### src/rtl/stack_unit_pkg.sv
// Shared definitions for the operand stack.
// Holds the default word width and depth, the occupancy-width helper, and
// the {push,pop} operation encoding.
// No ports.
package stack_unit_pkg;

  localparam int unsigned DEF_WIDTH = 8;
  localparam int unsigned DEF_DEPTH = 8;

  // Width of an occupancy counter that must represent 0..depth inclusive.
  function automatic int unsigned cnt_w(input int unsigned depth);
    return int'($clog2(depth)) + 1;
  endfunction

  // Operation decoded from {push, pop}.
  typedef enum logic [1:0] {
    OP_NOP  = 2'b00,
    OP_POP  = 2'b01,
    OP_PUSH = 2'b10,
    OP_REPL = 2'b11
  } op_e;

endpackage

### src/rtl/stack_ram.sv
// DEPTH x WIDTH register array backing the operand stack.
// The array has one synchronous write port and one asynchronous read port.
// It has no reset; stale contents are never observable through the stack.
// Ports:
//   clk    in  : write clock
//   we     in  : write enable
//   waddr  in  : write address
//   wdata  in  : write data
//   raddr  in  : read address
//   rdata  out : read data (combinational)
module stack_ram
  import stack_unit_pkg::*;
#(
  parameter int unsigned WIDTH = DEF_WIDTH,
  parameter int unsigned DEPTH = DEF_DEPTH
) (
  input  logic                        clk,
  input  logic                        we,
  input  logic [cnt_w(DEPTH)-2:0]     waddr,
  input  logic [WIDTH-1:0]            wdata,
  input  logic [cnt_w(DEPTH)-2:0]     raddr,
  output logic [WIDTH-1:0]            rdata
);

  logic [WIDTH-1:0] mem [DEPTH];

  // Synchronous write port.
  always_ff @(posedge clk) begin
    if (we) mem[waddr] <= wdata;
  end

  assign rdata = mem[raddr];

endmodule

### src/rtl/stack_unit.sv
// Hardware operand stack driven by the StackMIPS controller's Push/Pop/ToS strobes.
// Ports:
//   clk        in  : clock, all state changes on posedge
//   rst        in  : asynchronous active-high reset
//   push       in  : push strobe (with pop: replace top)
//   pop        in  : pop strobe
//   tos        in  : capture the pre-edge top of stack into dout
//   din        in  : word to push
//   dout       out : registered top-of-stack word
//   count      out : occupancy 0..DEPTH
//   empty      out : count == 0 (combinational)
//   full       out : count == DEPTH (combinational)
//   overflow   out : sticky, push attempted while full
//   underflow  out : sticky, pop or tos attempted while empty
// Build option: define STACK_GUARD_EN to enable the sticky overflow and
// underflow flags. Without it, both flags are tied low and
// count saturation and write suppression behave the same.
module stack_unit
  import stack_unit_pkg::*;
#(
  parameter int unsigned WIDTH = DEF_WIDTH,
  parameter int unsigned DEPTH = DEF_DEPTH
) (
  input  logic                     clk,
  input  logic                     rst,
  input  logic                     push,
  input  logic                     pop,
  input  logic                     tos,
  input  logic [WIDTH-1:0]         din,
  output logic [WIDTH-1:0]         dout,
  output logic [cnt_w(DEPTH)-1:0]  count,
  output logic                     empty,
  output logic                     full,
  output logic                     overflow,
  output logic                     underflow
);

  localparam int unsigned CW = cnt_w(DEPTH);
  localparam int unsigned AW = CW - 1;
  localparam logic [CW-1:0] DEPTH_C = CW'(DEPTH);

  op_e              op;
  logic [CW-1:0]    count_nxt;
  logic [WIDTH-1:0] dout_nxt;
  logic [WIDTH-1:0] rdata;
  logic             we;
  logic [AW-1:0]    waddr;
  logic [AW-1:0]    top_addr;

  assign empty    = (count == '0);
  assign full     = (count == DEPTH_C);
  assign top_addr = AW'(count - CW'(1));
  assign op       = op_e'({push, pop});

  stack_ram #(
    .WIDTH (WIDTH),
    .DEPTH (DEPTH)
  ) u_ram (
    .clk   (clk),
    .we    (we),
    .waddr (waddr),
    .wdata (din),
    .raddr (top_addr),
    .rdata (rdata)
  );

  // Op decode: the read of the top happens before this edge's write, so
  // tos with pop/push/replace always returns the old top.
  always_comb begin
    count_nxt = count;
    dout_nxt  = dout;
    we        = 1'b0;
    waddr     = AW'(count);
    if (tos) dout_nxt = empty ? '0 : rdata;
    case (op)
      OP_POP: begin
        if (!empty) count_nxt = count - CW'(1);
      end
      OP_PUSH: begin
        if (!full) begin
          we        = 1'b1;
          count_nxt = count + CW'(1);
        end
      end
      OP_REPL: begin
        // Replace on an empty stack degenerates to a plain push into slot 0.
        we = 1'b1;
        if (empty) count_nxt = CW'(1);
        else       waddr     = top_addr;
      end
      default: ;
    endcase
  end

  // Occupancy and output register.
  always_ff @(posedge clk or posedge rst) begin
    if (rst) begin
      count <= '0;
      dout  <= '0;
    end else begin
      count <= count_nxt;
      dout  <= dout_nxt;
    end
  end

`ifdef STACK_GUARD_EN
  logic ovf_set;
  logic unf_set;

  // Push+pop while full is a replace, not an overflow; push+pop while
  // empty is a push, not an underflow.
  assign ovf_set = (op == OP_PUSH) && full;
  assign unf_set = empty && (tos || (op == OP_POP));

  // Sticky error flags, cleared only by reset.
  always_ff @(posedge clk or posedge rst) begin
    if (rst) begin
      overflow  <= 1'b0;
      underflow <= 1'b0;
    end else begin
      if (ovf_set) overflow  <= 1'b1;
      if (unf_set) underflow <= 1'b1;
    end
  end
`else
  assign overflow  = 1'b0;
  assign underflow = 1'b0;
`endif

endmodule

### config.mk
export PLATFORM = sky130hd
export DESIGN_NAME = stack_unit
export DESIGN_NICKNAME = d
export VERILOG_FILES = /design/src/rtl/stack_unit_pkg.sv /design/src/rtl/stack_ram.sv /design/src/rtl/stack_unit.sv
export SDC_FILE = /design/constraint.sdc
export NUM_CORES = 1
export LEC_CHECK = 0
export ABC_AREA = 1
export ABC_CLOCK_PERIOD_IN_PS = 2350
export BUFFER_PORTS_ARGS = -buffer_cell sky130_fd_sc_hd__buf_2
export CORE_ASPECT_RATIO = 0.9
export CORE_UTILIZATION = 53
export DETAILED_ROUTE_END_ITERATION = 10
export PLACE_DENSITY = 0.86
export SYNTH_ARGS = -nofsm -noshare
export SYNTH_HDL_FRONTEND = slang
export SYNTH_SLANG_ARGS = --single-unit
### constraint.sdc
create_clock -name clk -period 2.35 [get_ports clk]
set_clock_uncertainty 0.05 [all_clocks]
set_input_delay 0.1175 -clock clk [delete_from_list [all_inputs] [get_ports clk]]
set_output_delay 0.1175 -clock clk [all_outputs]
set_load 0.05 [all_outputs]
==> results of run 1 <==
-- repair_timing --
| item | 4_1_cts | 5_1_grt |
|---|---|---|
| setup buffers | 0 | 0 |
| endpoints found under the setup margin | 0 | 0 |
| hold buffers | 1 | 0 |
| endpoints found under the hold margin | 12 | 0 |
-- how the worst max path moves through the flow --
stage                     slack, ns                         to                 start
after global placement         0.34  u_ram.mem[5][3]$_DFFE_PP_  count[0]$_DFFE_PP0P_
after floorplan               0.007  u_ram.mem[1][0]$_DFFE_PP_  count[0]$_DFFE_PP0P_
after detailed placement       0.29  u_ram.mem[5][3]$_DFFE_PP_  count[0]$_DFFE_PP0P_
final                          0.29  u_ram.mem[5][3]$_DFFE_PP_  count[0]$_DFFE_PP0P_
after CTS                      0.27  u_ram.mem[5][3]$_DFFE_PP_  count[0]$_DFFE_PP0P_
after global routing           0.12  u_ram.mem[5][3]$_DFFE_PP_  count[1]$_DFFE_PP0P_
-- registers in the layout, summed over array words and instances (netlist names) --
register,flops
u_ram.mem,64
dout,8
count,4
-- cells in the mapped netlist, drive strengths merged --
cell,count,area [µm²]
conb,1,3.750
ha,2,25.02
buf,13,75.07
nand2,132,518.0
inv,61,231.5
edfxtp,64,1922
clkinv,1,3.750
nand3,60,317.8
nor2,14,55.06
o21ai,4,20.01
nand4,1,6.260
or2,1,6.260
dfrtp,12,300.3
xnor2,1,16.27
-- layout by cell type (no fill, tap or decap), types with 3 or more instances in the layout --
cell type  Yosys  final
dfrtp_1       12     11
o21ai_1        3      3
clkbuf_8       0      9
nor2_4         0      6
nand3_1       58     57
edfxtp_1      64     64
nand2_2        6      6
inv_1         52     52
nor2_1        13      4
buf_4          4      6
nor2_2         1      4
inv_2          8      8
nand2_1      125    125
buf_2          9     26
-- stage by stage --
| stage | utilization | worst slack [ns] | instances |
|---|---|---|---|
| floorplan | - | 0.007059 | 368 |
| global placement | 0.6040 | 0.3382 | 474 |
| detailed placement | 0.6040 | 0.2869 | 474 |
| CTS | 0.6338 | 0.2674 | 491 |
| global route | 0.6338 | 0.1178 | 491 |
| finish | 0.6338 | 0.2902 | 491 |
-- cell families (layout without fill, tap and decap cells) --
family	count (synthesis)	count (layout)	synth area share
compound gates	4	4	0.005716
xor+xnor	1	1	0.004647
fa+ha+maj	2	2	0.007147
buf+inv	75	111	0.08864
flops	76	76	0.6347
other cells	1	2	0.001071
simple gates	208	208	0.2580
-- power breakdown --
part,leakage [nW],total [mW],switching (mW),internal (mW)
clock network,0.0848,0.891,0.497,0.394
logic,0.987,2.66,1.92,0.740
registers,0.730,1.88,0.105,1.78
-- worst reg2reg max path, delay by kind of cell (launching register included) --
kind          cells  cell delay (ns)
simple gates      6             0.92
fa+ha+maj         1             0.27
buf+inv           1             0.06
flops             1             0.43
-- layer usage --
layer | vias up | global-route usage
li1 | 1229 | -
met2 | 125 | 0.3188
met5 | - | 0
met3 | 10 | 0.06237
met1 | 1150 | 0.3482
met4 | 0 | 0.07705
-- layout make-up --
| cell class | count | area (µm²) |
|---|---|---|
| clock inverter | 6 | 48.80 |
| sequential | 76 | 2223 |
| inverter | 62 | 235.2 |
| fill | 502 | 2288 |
| multi-input combinational | 217 | 1032 |
| clock buffer | 10 | 127.6 |
| tap | 87 | 108.9 |
| timing repair buffer | 33 | 185.2 |
==> flow_metrics.py, run 1 <==
metrics = {
    "critical_path": {
        "reg2reg_depth": 8,
        "crit_buf_inv": 1,
        "cp_top_family": "simple AND/OR/NAND/NOR gates",
        "r2r-end": "u_ram.mem[5][3]$_DFFE_PP_",
        "r2r-start": "count[0]$_DFFE_PP0P_",
        "crit_cells": 8,
        "slowest_delay_ns": 0.43,
        "regToRegSetupSlack_ns": 0.29,
        "path_max_fanout": 8,
        "crit_top_cell": "nand2_2",
        "cp.arrival_ns": 2.02,
        "worstSetupPathType": "reg2reg",
        "required_ns": 2.31,
        "slowest_stage": "dfrtp_2",
        "endpoint_kind": "flop",
        "cp_cell_sequence": "inv_4 -> ha_2 -> nand3_4 -> nand2_2 -> nand2_2 -> nand2_1 -> nand2_2 -> nor2_2",
        "worst_setup_path_start_kind": "flop",
    },
    "timing": {
        "hold_viol": 0,
        "hold-worst-slack_ns": 0.02025,
        "finalCritPeriodShare": 0.8765,
        "setup_viol": 0,
        "slew_violations": 0,
        "fin_crit_ns": 2.060,
        "rsz0062_at_grt": "false",
        "fin_tns_setup_ns": 0,
        "max_freq_mhz": 485.5,
    },
    "drt": {
        "via_per_inst": 5.120,
        "drt_first_pass_iters": 5,
        "drc_errors": 0,
        "vias": 2514,
        "antenna_left": 0,
        "drt_iter0_markers": 161,
        "top_layer": "met4",
        "met1_length_mm": 3.358,
        "detail_route.wirelength_mm": 7.134,
        "dr_wl_met3_um": 523,
        "wl_per_cell_um": 14.53,
        "wl_met2_mm": 3.128,
    },
    "worst_hold_path": {
        "whs_path_depth": 1,
        "hold_path_class": "in2reg",
        "min_to": "u_ram.mem[2][5]$_DFFE_PP_",
        "worstHoldStart": "din[5]",
    },
    "cts": {
        "h-tree-depth": 3,
        "cts_root_buf": "clkbuf_8",
        "ctsResizeCount": 0,
        "cts_sinks": 76,
        "clk_latency_ns": 0.35,
        "clkTransAtPathRegs_ns": 0.08,
        "clock_path_buffers": 2,
        "cts_tree": "done",
        "cts_buffers": 9,
    },
    "synth": {
        "avgSynthCellArea_um2": 9.539,
        "yosys_warnings": 0,
        "synthCells": 367,
        "syn_area_mm2": 0.003501,
        "ys_types": 23,
        "ys_ff_latch": 76,
        "ys_seq_area_frac": 0.6347,
    },
    "power_and_ir_drop": {
        "ir_drop_uv": 637.9,
        "p_leak_nw": 1.802,
        "finalPower_mw": 5.430,
        "power_density_mw_per_mm2": 1371,
    },
    "grt": {
        "antenna_found_initial": 0,
        "grt_use_total": 0.2296,
        "grt_max_degree": 39,
        "overflow": 0,
        "grt_pass1_wl_mm": 11.30,
        "grt_pass1_vias": 2247,
    },
    "cells_and_area": {
        "area_delta_synth_final_pct": 13.15,
        "diodes": 0,
        "nets": 414,
        "postLayoutCellArea_mm2": 0.003961,
        "drive_gt1_frac": 0.1955,
    },
    "outcome": {
        "status": "finished clean",
    },
    "floorplanning": {
        "num_rows": 27,
        "start_util": 0.5602,
        "die_w_um": 87.67,
        "die_y_um": 79.10,
        "ios": 29,
        "die_area_mm2": 0.006935,
        "core_mm2": 0.006250,
    },
    "placed_design": {
        "port_buffers": 26,
        "gp_congestion": 0.9404,
        "dpl_cell_area_mm2": 0.003775,
        "dp_hpwl_mm": 4.881,
    },
    "flow_run": {
        "drv_cap": 0,
    },
}
Power figures use the tool's default switching activity.
==> inputs of run 2 (changes only) <==
- CORE_UTILIZATION: 53 -> 54
- PLACE_DENSITY: 0.86 -> 0.87
- SYNTH_HIERARCHICAL: default -> 1
==> run 2 against run 1 <==
Effect of this change: first-iteration DRC count increased by 45%; core utilization decreased by 1.8 points; final cell count rose by 6.3%; via count increased by 4.9%; largest power group unchanged; combinational power increased by 4%; hold slack improved by 0.0094 ns; power grew 4.2%; critical path type unchanged; clock-buffer cell count increased by 2; clock power rose by 5.6%; fmax down 11%; global-route usage down 0.13 points; sequential share of layout area shrank 0.96 points.
==> flow_metrics.py, run 2 <==
metrics = {
    "cells_and_area": {
        "area_delta_synth_final_pct": 10.19,
        "layout_common_cells": "132 x nand2_1, 86 x inv_1, 64 x edfxtp_1, 46 x nand3_1, 26 x buf_2",
        "diodes": 0,
        "layout_commonest_cell": "nand2_1",
        "regMostFlops": "u_ram/mem",
        "nets": 442,
        "drive_gt1_frac": 0.1458,
        "reg.largest.list": "u_ram/mem x64, dout x8, count x4",
        "fillers": 506,
        "largest_register_ff_count": 64,
    },
    "synth": {
        "synth_top_area_frac": 0.5251,
        "synth-edff-count": 64,
        "yosys_warnings": 6,
        "ys_ff_latch": 76,
        "synth_area_leaders": "edfxtp_1 53%, nand2_1 14%, inv_1 8.8%",
        "ys_types": 24,
        "yosysTopAreaCell": "edfxtp_1",
        "synthFlopType": "edfxtp_1",
        "ys_seq_area_frac": 0.6072,
        "synth_common_cells": "132 x nand2_1, 86 x inv_1, 64 x edfxtp_1, 46 x nand3_1, 12 x dfrtp_1",
        "syn_area_mm2": 0.003660,
        "avgSynthCellArea_um2": 9.242,
        "synthCells": 396,
        "synthArstFlopShare": 0.1579,
        "yosysMostFrequentCell": "nand2_1",
    },
    "drt": {
        "drt_first_pass_iters": 5,
        "antenna_left": 0,
        "drc_errors": 0,
        "wl_per_cell_um": 14.36,
        "drt_iter0_markers": 233,
        "detail_route.wirelength_mm": 7.498,
        "via_per_inst": 5.052,
        "vias": 2637,
    },
    "cts": {
        "ctsResizeCount": 0,
        "cts_sinks": 76,
        "cts_buffers": 9,
        "postCtsSetupBuffers": 0,
        "h-tree-depth": 3,
        "clkTransAtPathRegs_ns": 0.08,
        "cts_tree": "done",
        "clock_path_buffers": 2,
        "clk_latency_ns": 0.35,
        "cts_root_buf": "clkbuf_8",
    },
    "timing": {
        "setup_slack_ns": 0.02824,
        "max_freq_mhz": 430.7,
        "finalCritPeriodShare": 0.9880,
        "rsz0062_at_grt": "true",
        "fin_crit_ns": 2.322,
        "hold_viol": 0,
        "slew_violations": 0,
        "setup_viol": 0,
        "fin_tns_setup_ns": 0,
    },
    "grt": {
        "grt_pass1_vias": 2346,
        "antenna_found_initial": 0,
        "overflow": 0,
        "grt_use_total": 0.2283,
        "grt_pass1_wl_mm": 11.25,
        "grt_max_degree": 38,
    },
    "flow_run": {
        "drv_cap": 0,
    },
    "critical_path": {
        "reg2reg_depth": 7,
        "worstSetupPathType": "reg2reg",
        "worst_setup_path_start_kind": "flop",
        "path_max_fanout": 8,
        "required_ns": 2.29,
        "endpoint_kind": "flop",
        "cp.arrival_ns": 2.26,
    },
    "floorplanning": {
        "num_rows": 28,
        "start_util": 0.5586,
        "die_y_um": 80.10,
        "ios": 29,
        "core_mm2": 0.006551,
        "die_w_um": 88.78,
        "die_area_mm2": 0.007111,
    },
    "worst_hold_path": {
        "hold_path_class": "in2reg",
        "whs_path_depth": 1,
    },
    "placed_design": {
        "port_buffers": 26,
        "dp_hpwl_mm": 5.053,
        "preCtsSetupSlack_ns": 0.1565,
        "gp_congestion": 0.8464,
    },
    "power_and_ir_drop": {
        "ir_drop_uv": 522.1,
        "power_density_mw_per_mm2": 1403,
        "p_leak_nw": 1.960,
    },
    "outcome": {
        "status": "finished clean",
    },
}
## run 2: cell count changes after synthesis, moves of 4 or more
cell     previous run  this run
inv_1              52        86
nand3_1            58        46
o21ai_0             1        11
buf_6               0         8
buf_2               9         2
inv_2               8         1
nand2_1           125       132
nand2_2             6         2
## run 2: kinds of logic (layout without fill, tap and decap cells)
| family | after synthesis | in the layout | synth area share |
|---|---|---|---|
| other | 1 | 2 | 0.001025 |
| adders and majority gates | 2 | 2 | 0.006837 |
| DFF | 76 | 76 | 0.6072 |
| AOI/OAI and AO/OA | 15 | 15 | 0.02256 |
| and+or+nand+nor | 196 | 196 | 0.2280 |
| xor gates and xnor gates | 2 | 2 | 0.004787 |
| buffers and inverters | 104 | 139 | 0.1296 |
## run 2: metrics by stage
| stage | instance area (µm²) | utilization | hold WS (ns) | std cells | total power, mW |
|---|---|---|---|---|---|
| 2_1_floorplan | 3676 | - | -0.06794 | 397 | 4.165 |
| 3_5_place_dp | 3837 | 0.5858 | 0.1033 | 505 | 4.706 |
| 3_3_place_gp | 3837 | 0.5858 | 0.08994 | 505 | 4.616 |
| 6_report | 4033 | 0.6155 | 0.02960 | 522 | 5.659 |
| 4_1_cts | 4033 | 0.6155 | 0.01629 | 522 | 5.648 |
| 5_1_grt | 4033 | 0.6155 | 0.01670 | 522 | 6.024 |
## run 2: worst paths after layout
check,start,endpoint,slack (ns)
setup / recovery,count[0]$_DFFE_PP0P_,u_ram/mem[4][6]$_DFFE_PP_,0.03
hold / removal,din[3],u_ram/mem[1][3]$_DFFE_PP_,0.03
setup reg to reg,count[0]$_DFFE_PP0P_,u_ram/mem[4][6]$_DFFE_PP_,0.03
hold reg to reg,dout[4]$_DFFE_PP0P_,dout[4]$_DFFE_PP0P_,0.48
max in group asynchronous,rst,count[1]$_DFFE_PP0P_,1.65
min in group asynchronous,rst,dout[3]$_DFFE_PP0P_,0.27
## run 2: routing by layer
layer / track usage / vias up / routed length [µm]
li1: - / 1280 / -
met5: 0 / - / 0
met3: 0.05755 / 24 / 561
met2: 0.3600 / 113 / 3540
met4: 0.1226 / 0 / 234
met1: 0.2891 / 1220 / 3162
## run 2: critical path, cell delays in order (launching register included)
cell and delay [ns]:
dfrtp_2 0.44, inv_1 0.09, ha_1 0.25, xor2_1 0.24, nand2_1 0.08, o21ai_0 0.19, nand2_1 0.19, nor2_2 0.42
## run 2: area by class of cell
class,instances,area (µm²),area share
clock inverter,4,50.05,0.01241
timing repair buffer,35,200.2,0.04964
sequential,76,2225,0.5517
tap,90,112.6,0.02792
inverter,88,332.8,0.08253
clock buffer,12,135.1,0.03351
multi-input combinational,217,977.2,0.2423
## run 2: what timing repair did
| item | 4_1_cts | 5_1_grt |
|---|---|---|
| setup endpoints to repair | 0 | 16 |
| endpoints found under the hold margin | 12 | 0 |
| hold buffers | 1 | 0 |
## run 2: report_power, final
group | switching [mW] | leakage [nW] | internal [mW]
combinational | 1.99 | 1.14 | 0.779
sequential | 0.142 | 0.732 | 1.81
clock | 0.452 | 0.0866 | 0.490
